<file path="src/rtl/pass_scheduler.sv">
// pass_scheduler: layer-level sequencer above the per-pass PE-array controller.
// Splits a layer into num_m_tiles x num_c_tiles passes (m outer, c inner). For
// each pass it presents the latched configuration and the per-pass base
// addresses, pulses the start bit and waits for pass_done.
// Ports:
//   clk, rst                      clock, async active-high reset
//   layer_start                   launch a layer (sampled only while idle)
//   op_config..shape_param2       layer configuration, latched at launch
//   num_m_tiles, num_c_tiles      pass counts, latched at launch
//   *_base, *_tile_bytes          region bases and per-tile strides, latched
//   pass_done                     completion pulse from the pass controller
//   pass_*                        per-pass configuration / base addresses
//   bias_ipsum_sel                1 = load bias, 0 = accumulate ipsum
//   m_idx, c_idx                  current tile indices
//   busy, layer_done              status; layer_done pulses once per layer
//   pass_count, layer_cycles      passes completed / non-idle cycles (saturating)
module pass_scheduler #(
   parameter int unsigned TILE_BITS = 8
) (
   input  logic                 clk,
   input  logic                 rst,
   input  logic                 layer_start,
   input  logic [31:0]          op_config,
   input  logic [31:0]          mapping_param,
   input  logic [31:0]          shape_param1,
   input  logic [31:0]          shape_param2,
   input  logic [TILE_BITS-1:0] num_m_tiles,
   input  logic [TILE_BITS-1:0] num_c_tiles,
   input  logic [31:0]          filter_base,
   input  logic [31:0]          ifmap_base,
   input  logic [31:0]          bias_base,
   input  logic [31:0]          opsum_base,
   input  logic [31:0]          filter_tile_bytes,
   input  logic [31:0]          ifmap_tile_bytes,
   input  logic [31:0]          bias_tile_bytes,
   input  logic [31:0]          opsum_tile_bytes,
   input  logic                 pass_done,
   output logic [31:0]          pass_op_config,
   output logic [31:0]          pass_mapping_param,
   output logic [31:0]          pass_shape_param1,
   output logic [31:0]          pass_shape_param2,
   output logic [31:0]          pass_filter_baseaddr,
   output logic [31:0]          pass_ifmap_baseaddr,
   output logic [31:0]          pass_bias_baseaddr,
   output logic [31:0]          pass_opsum_baseaddr,
   output logic                 bias_ipsum_sel,
   output logic [TILE_BITS-1:0] m_idx,
   output logic [TILE_BITS-1:0] c_idx,
   output logic                 busy,
   output logic                 layer_done,
   output logic [15:0]          pass_count,
   output logic [31:0]          layer_cycles
);

   localparam int unsigned CNT_W = 16;
   localparam int unsigned CYC_W = 32;

   typedef enum logic [2:0] {
      S_IDLE    = 3'd0,
      S_ISSUE   = 3'd1,
      S_WAIT    = 3'd2,
      S_ADVANCE = 3'd3,
      S_DONE    = 3'd4
   } state_t;

   state_t               state_q;
   state_t               state_d;
   logic                 pass_start;
   logic [30:0]          op_cfg_q;
   logic [31:0]          map_q;
   logic [31:0]          shp1_q;
   logic [31:0]          shp2_q;
   logic [TILE_BITS-1:0] num_m_q;
   logic [TILE_BITS-1:0] num_c_q;
   logic [31:0]          ifmap_base_q;
   logic [31:0]          filt_stride_q;
   logic [31:0]          ifmap_stride_q;
   logic [31:0]          bias_stride_q;
   logic [31:0]          opsum_stride_q;
   logic [31:0]          filt_addr_q;
   logic [31:0]          ifmap_addr_q;
   logic [31:0]          bias_addr_q;
   logic [31:0]          opsum_addr_q;
   logic                 launch;
   logic                 zero_tiles;
   logic                 last_c;
   logic                 last_m;
   logic                 unused_op_lsb;

   // The op_config LSB is replaced by the start strobe on the way out.
   assign unused_op_lsb = op_config[0];

   assign launch     = (state_q == S_IDLE) && layer_start;
   assign zero_tiles = (num_m_tiles == '0) || (num_c_tiles == '0);
   assign last_c     = (c_idx == (num_c_q - TILE_BITS'(1)));
   assign last_m     = (m_idx == (num_m_q - TILE_BITS'(1)));

   // State register
   always_ff @(posedge clk or posedge rst) begin
      if (rst) state_q <= S_IDLE;
      else     state_q <= state_d;
   end

   // Next-state logic
   always_comb begin
      state_d = state_q;
      case (state_q)
         S_IDLE: begin
            if (layer_start) state_d = zero_tiles ? S_DONE : S_ISSUE;
         end
         S_ISSUE:   state_d = S_WAIT;
         S_WAIT: begin
            if (pass_done) state_d = S_ADVANCE;
         end
         S_ADVANCE: state_d = (last_c && last_m) ? S_DONE : S_ISSUE;
         S_DONE:    state_d = S_IDLE;
         default:   state_d = S_IDLE;
      endcase
   end

   // State-decoded strobes and status
   always_comb begin
      pass_start = 1'b0;
      layer_done = 1'b0;
      busy       = 1'b1;
      case (state_q)
         S_IDLE:  busy       = 1'b0;
         S_ISSUE: pass_start = 1'b1;
         S_DONE:  layer_done = 1'b1;
         default: ;
      endcase
   end

   // Latched layer context, indices and running base addresses
   always_ff @(posedge clk or posedge rst) begin
      if (rst) begin
         op_cfg_q       <= '0;
         map_q          <= '0;
         shp1_q         <= '0;
         shp2_q         <= '0;
         num_m_q        <= '0;
         num_c_q        <= '0;
         ifmap_base_q   <= '0;
         filt_stride_q  <= '0;
         ifmap_stride_q <= '0;
         bias_stride_q  <= '0;
         opsum_stride_q <= '0;
         filt_addr_q    <= '0;
         ifmap_addr_q   <= '0;
         bias_addr_q    <= '0;
         opsum_addr_q   <= '0;
         m_idx          <= '0;
         c_idx          <= '0;
         pass_count     <= '0;
      end else if (launch) begin
         op_cfg_q       <= op_config[31:1];
         map_q          <= mapping_param;
         shp1_q         <= shape_param1;
         shp2_q         <= shape_param2;
         num_m_q        <= num_m_tiles;
         num_c_q        <= num_c_tiles;
         ifmap_base_q   <= ifmap_base;
         filt_stride_q  <= filter_tile_bytes;
         ifmap_stride_q <= ifmap_tile_bytes;
         bias_stride_q  <= bias_tile_bytes;
         opsum_stride_q <= opsum_tile_bytes;
         filt_addr_q    <= filter_base;
         ifmap_addr_q   <= ifmap_base;
         bias_addr_q    <= bias_base;
         opsum_addr_q   <= opsum_base;
         m_idx          <= '0;
         c_idx          <= '0;
         pass_count     <= '0;
      end else if (state_q == S_ADVANCE) begin
         pass_count  <= pass_count + CNT_W'(1);
         // Filter tiles are laid out in pass order, so one stride per pass.
         filt_addr_q <= filt_addr_q + filt_stride_q;
         if (!last_c) begin
            c_idx        <= c_idx + TILE_BITS'(1);
            ifmap_addr_q <= ifmap_addr_q + ifmap_stride_q;
         end else begin
            c_idx        <= '0;
            ifmap_addr_q <= ifmap_base_q;
            if (!last_m) begin
               m_idx        <= m_idx + TILE_BITS'(1);
               bias_addr_q  <= bias_addr_q + bias_stride_q;
               opsum_addr_q <= opsum_addr_q + opsum_stride_q;
            end
         end
      end
   end

   // Non-idle cycle counter, saturating
   always_ff @(posedge clk or posedge rst) begin
      if (rst) begin
         layer_cycles <= '0;
      end else if (launch) begin
         layer_cycles <= '0;
      end else if ((state_q != S_IDLE) && (layer_cycles != '1)) begin
         layer_cycles <= layer_cycles + CYC_W'(1);
      end
   end

   assign pass_op_config       = {op_cfg_q, pass_start};
   assign pass_mapping_param   = map_q;
   assign pass_shape_param1    = shp1_q;
   assign pass_shape_param2    = shp2_q;
   assign pass_filter_baseaddr = filt_addr_q;
   assign pass_ifmap_baseaddr  = ifmap_addr_q;
   assign pass_bias_baseaddr   = bias_addr_q;
   assign pass_opsum_baseaddr  = opsum_addr_q;
   assign bias_ipsum_sel       = (c_idx == '0);

endmodule

</file>
<file path="config.mk">
export PLATFORM = sky130hd
export DESIGN_NAME = pass_scheduler
export DESIGN_NICKNAME = d
export VERILOG_FILES = /design/src/rtl/pass_scheduler.sv
export SDC_FILE = /design/constraint.sdc
export NUM_CORES = 2
export LEC_CHECK = 0
export BUFFER_PORTS_ARGS = -buffer_cell sky130_fd_sc_hd__buf_2
export CORE_AREA = 3 3 279 281
export DETAILED_ROUTE_END_ITERATION = 8
export DIE_AREA = 0 0 282 284
export MAX_ROUTING_LAYER = met4
export PLACE_DENSITY_LB_ADDON = 0.15
export SLEW_MARGIN = 20
export SYNTH_ARGS = -nofsm -noshare
export SYNTH_HDL_FRONTEND = slang
export SYNTH_SLANG_ARGS = --single-unit
</file>
<file path="constraint.sdc">
create_clock -name clk -period 19.95 [get_ports clk]
set_clock_uncertainty 0.1 [all_clocks]
set_input_delay 3.99 -clock clk [delete_from_list [all_inputs] [get_ports clk]]
set_output_delay 3.99 -clock clk [all_outputs]
set_load 0.01 [all_outputs]
</file>
After elaboration in Yosys (flattened, before gate mapping)
Cells that the tools add are included.
{"block": "op_classes", "n_mux": 32, "n_reduce_logical": 14, "n_eq_ne": 10, "addsub": 10}
{"op": "32-bit 2-to-1 mux", "n": 15}
{"op": "32-bit adder", "n": 4}
{"op": "8-bit 2-to-1 mux", "n": 7}
{"op": "32-bit by 1-bit adder with 32-bit output (second input constant)", "n": 1}
{"op": "16-bit 2-to-1 mux", "n": 2}
{"op": "32-bit inequality test (second input constant)", "n": 1}
{"op": "8-bit logical NOT", "n": 3}
{"op": "16-bit by 1-bit adder with 16-bit output (second input constant)", "n": 1}
{"op": "8-bit by 1-bit adder with 8-bit output (second input constant)", "n": 2}
{"op": "8-bit equality test", "n": 2}
{"op": "8-bit by 1-bit subtractor with 8-bit output (second input constant)", "n": 2}
{"op": "3-bit 2-to-1 mux", "n": 4}
{"op": "3-bit one-hot mux with 4 select lines", "n": 1}
{"op": "3-bit by 2-bit equality test with 1-bit output (second input constant)", "n": 2}
{"op": "2-bit inequality test (second input constant)", "n": 3}
{"op": "2-bit nonzero test", "n": 3}
{"op": "3-bit by 1-bit equality test with 1-bit output (second input constant)", "n": 1}
{"op": "3-bit equality test (second input constant)", "n": 1}
{"op": "1-bit logical AND", "n": 3}
{"op": "3-bit logical NOT", "n": 1}
{"op": "1-bit 2-to-1 mux", "n": 3}
{"op": "3-bit AND reduction", "n": 1}
{"op": "3-bit nonzero test", "n": 1}
{"op": "2-bit AND reduction", "n": 1}
{"op": "1-bit logical OR", "n": 1}
{"block": "totals", "out_inout_bits": 323, "reg_bits": 498, "inputBits": 404, "wordCells": 86}

Longest topological paths before layout
{"block": "logic_depth", "ltp_word": 6, "ltp_mapped": 15, "depth_no_buf": 13}

Worst setup path before layout
No wires, ideal clock.
{"block": "synth_timing", "path_type": "register to output", "startpoint": "reg c_idx[6]", "endpoint": "out bias_ipsum_sel", "t_arrival_ps": 1601, "stages_incl_launch_ff": 4, "path_slack_ps": 14259, "n_path_buf": 1, "required_time_ps": 15860, "path_cell_list": "dfrtp_1 -> clkbuf_1 -> or4b_2 -> nor4_1"}
{"block": "synth_via", "elab_chain_cells": 1}
{"item": "start, declared", "line_no": "48", "text": "output logic [TILE_BITS-1:0] c_idx,"}
{"item": "start signal, assigned", "line_no": "179", "text": "c_idx <= c_idx + TILE_BITS'(1);"}
{"item": "8-bit logical NOT", "line_no": "212", "text": "assign bias_ipsum_sel = (c_idx == '0);"}
{"item": "end, declared", "line_no": "46", "text": "output logic bias_ipsum_sel,"}
No other way between the ends.

Worst setup path in the final report
{"block": "layout_timing", "startpoint": "in layer_start", "endpoint": "reg ifmap_addr_q[28] (netlist: pass_ifmap_baseaddr[28])"}
{"block": "layout_via", "elab_chain_cells": 2, "word_cells_on_any_way": 3, "cone_classes": "1 x mux; 2 x reduce/logical"}
{"item": "start, declared", "line_no": "22", "text": "input logic layer_start,"}
{"item": "1-bit logical AND *", "line_no": "93", "text": "assign launch = (state_q == S_IDLE) && layer_start;"}
{"item": "32-bit 2-to-1 mux / 2-bit nonzero test (equally long branches)"}
{"item": "end signal, assigned", "line_no": "168", "text": "ifmap_addr_q <= ifmap_base;"}
{"item": "end signal, assigned", "line_no": "180", "text": "ifmap_addr_q <= ifmap_addr_q + ifmap_stride_q;"}
{"item": "end signal, assigned", "line_no": "183", "text": "ifmap_addr_q <= ifmap_base_q;"}
{"item": "end, declared", "line_no": "81", "text": "logic [31:0] ifmap_addr_q;"}
Mark *: on every way between the ends. The rest lies on a longest branch, timed or not.
A chain may end at the register's enable or synchronous reset.

==> flow_summary.toml <==
[clocking]
clockBufferDepth = 3
cts_root_buffer = "clkbuf_16"
cts_hold_buf = 0
htree_levels = 2
cts_made_buffers = 58
cts_tree = "yes"
cts_setup_buffers = 0
clock-sinks = 498
clock_latency_ns = 0.62
ctsResizeCount = 0
path_clk_slew_ns = 0.06

[final_layout]
fill_cells = 7675
layout-drive-gt1-share_pct = 22.1
final_util_pct = 44.3
syn2layout_area_growth_pct = 24.5
layout_commonest_cell = "nand2_1"
layout_common_cells = "nand2_1, buf_2, dfrtp_1, a21oi_1, o21ai_0"
final_nets = 4388
final_cells = 4906

[placement]
dp_hpwl_mm = 69.7
placed_cells = 4767
portBuffers = 725
place_congestion = 0.901

[timing]
tightest_slew_ns = 1.23
min_period_ns = 6.85
hold_ws_ns = 0.366
period_share_pct = 34.3
tns_ns = 0
setup-violations-final = 0
final-max-slew-violation-count = 0
max_freq_mhz = 146
relSlewSlack_pct = 18.1
final_hold_viol_count = 0
rsz0062_at_grt = "false"

[power_and_ir_drop]
seqPwrFrac_pct = 29.5
p_leak_nw = 17.4
pwr-share-clk_pct = 18.6
power.internal_w = 0.00340
pwr-share-comb_pct = 51.9
p_sw_share_pct = 43.7
p_switching_w = 0.00264
power_density_nw_per_um2 = 180
p_total_w = 0.00604
vdd_drop_max_mv = 0.0836

[global_routing]
grt_max_degree = 225
grt_use_total_pct = 23.8
grt_pass1_vias = 24500
antenna_found_initial = 47
grt_overflow = 0
grt_first_pass_wirelength_mm = 145

[die]
dieWidth_um = 282
core-area_um2 = 75700
dieArea_um2 = 80100
die-height_um = 284
io_pins = 727
rows = 101
start_util_pct = 35.5

[logic_synthesis]
synth_compound_area_share_pct = 13.8
synth-adder-area-share_pct = 6.39
yosysUniqueCellTypes = 72
synthMuxAreaShare_pct = 2.09
syn_inst = 3178
synth_top_family_by_area = "simple AND/OR/NAND/NOR gates"
ys.flop_type = "dfrtp_1"
synth_fp_nets = 3717
ys_seq_elements = 498
synth_xor_area_share_pct = 5.34
yosysSeqAreaShare_pct = 46.3
async_reset_ff_share_pct = 100
syn_avg_cell_area_um2 = 8.46
synth_warnings = 0
synth_edf_count = 0
yosys.area_share.simple_pct = 23.2
synth_area_um2 = 26900

[route]
wl_mm = 94.5
vias = 24500
dr.first_iter.drc_count = 1546
dr.pass1.iters = 7
drc = 0
wl_per_cell_um = 19.3
antenna_left = 0
viasPerCell = 5.00

[setup_path]
r2r_cells = 14
r2r_slack_ns = 15.28
cp_max_fo = 224
startpoint = "layer_start"
cp-start-kind = "input pin"
crit_end = "pass_ifmap_baseaddr[28]"
cp.required_ns = 20.32
critical_path_class = "in2reg"
r2r-end = "pass_opsum_baseaddr[30]"
timing.rr.start = "num_c_q[0]"
endpoint_kind = "flip-flop"
worstPathArrival_ns = 7.22

[min_path]
hp-class = "reg2reg"

[job]
drv_cap = 0

[status]
outcome = "finished clean"
==> worst min path at each step <==
stage | from | end | slack, ns | cells past startpoint
final | pass_shape_param1[27] | pass_shape_param1[27] | 0.37 | 2
after CTS | op_cfg_q[9] | op_cfg_q[9] | 0.37 | 2
after detailed placement | op_cfg_q[9] | op_cfg_q[9] | 0.36 | 2
after global placement | ifmap_base_q[1] | ifmap_base_q[1] | 0.35 | 2
after floorplan | ifmap_base_q[14] | ifmap_base_q[14] | 0.34 | 2
after global routing | pass_mapping_param[4] | pass_mapping_param[4] | 0.39 | 2
==> area by class of cell <==
type	instances	area, um2	area share [%]
inverter	56	218	0.650
tap	978	1220	3.65
clock inverter	21	323	0.964
sequential	498	12500	37.2
timing repair buffer	748	3830	11.4
clock buffer	84	1680	5.01
antenna	34	85.1	0.254
multi-input combinational	2487	13700	40.8
==> layer usage <==
metal,GRT usage [%],up-vias,share of wire [%]
met5,-,-,0
met4,9.15,0,3.7
li1,-,12100,-
met1,28.4,11600,41
met3,6.68,160,7.8
met2,38.0,701,48
==> power groups by stage <==
stage	Clock [W]	Sequential, W	Combinational [W]
finish	0.00113	0.00178	0.00313
global route	0.00120	0.00184	0.00355
CTS	0.00116	0.00178	0.00315
floorplan	0	0.00183	0.00211
detailed placement	0	0.00179	0.00314
global placement	0	0.00179	0.00311
==> cell usage after synthesis (19+ instances only) <==
library cell  number  area share, %
dfrtp_1          498             46
xor2_1            82            2.7
xnor2_1           82            2.7
nand3_1           40           0.74
nor3_1            32           0.60
or3_1             19           0.44
a21oi_1          185            3.4
ha_1             131            6.1
and3_1            33           0.77
nor2b_1           25           0.58
o21ai_1           40           0.74
inv_1             55           0.77
clkbuf_1         115            1.6
mux2i_1           55            2.0
nor2_1           149            2.1
nand2_1         1137             16
o21ai_0          170            3.2
a31oi_1           26           0.60
a21o_1            43            1.2
==> sequential cells by signal (all words and copies together), names as in the netlist, 16 cells and up <==
register	flops
pass_shape_param1	32
pass_count	16
pass_shape_param2	32
pass_bias_baseaddr	32
layer_cycles	32
pass_mapping_param	32
opsum_stride_q	32
pass_ifmap_baseaddr	32
filt_stride_q	32
bias_stride_q	32
pass_opsum_baseaddr	32
op_cfg_q	31
pass_filter_baseaddr	32
ifmap_base_q	32
ifmap_stride_q	32
==> metrics by stage <==
step | cell area, um2 | setup WS [ns]
after floorplan | 26900 | 1.96
after global placement | 31400 | 12.37
after detailed placement | 31400 | 12.33
after CTS | 33400 | 13.02
after global routing | 33500 | 12.79
final | 33500 | 13.10
==> cells by family after synthesis <==
kind of cell               after synthesis
muxes                                   56
buffers and inverters                  193
and+or+nand+nor                       1514
adders and majority gates              135
AOI/OAI and AO/OA                      618
xor gates and xnor gates               164
DFF                                    498
==> critical path: stages <==
cell and delay [ns]:
buf_2 0.12, and2_4 0.66, buf_12 0.59, buf_4 0.75
nor2_1 0.11, buf_4 0.26, a222oi_1 0.37, o21ai_0 0.13
No activity file was read; power rests on OpenSTA's default activity.
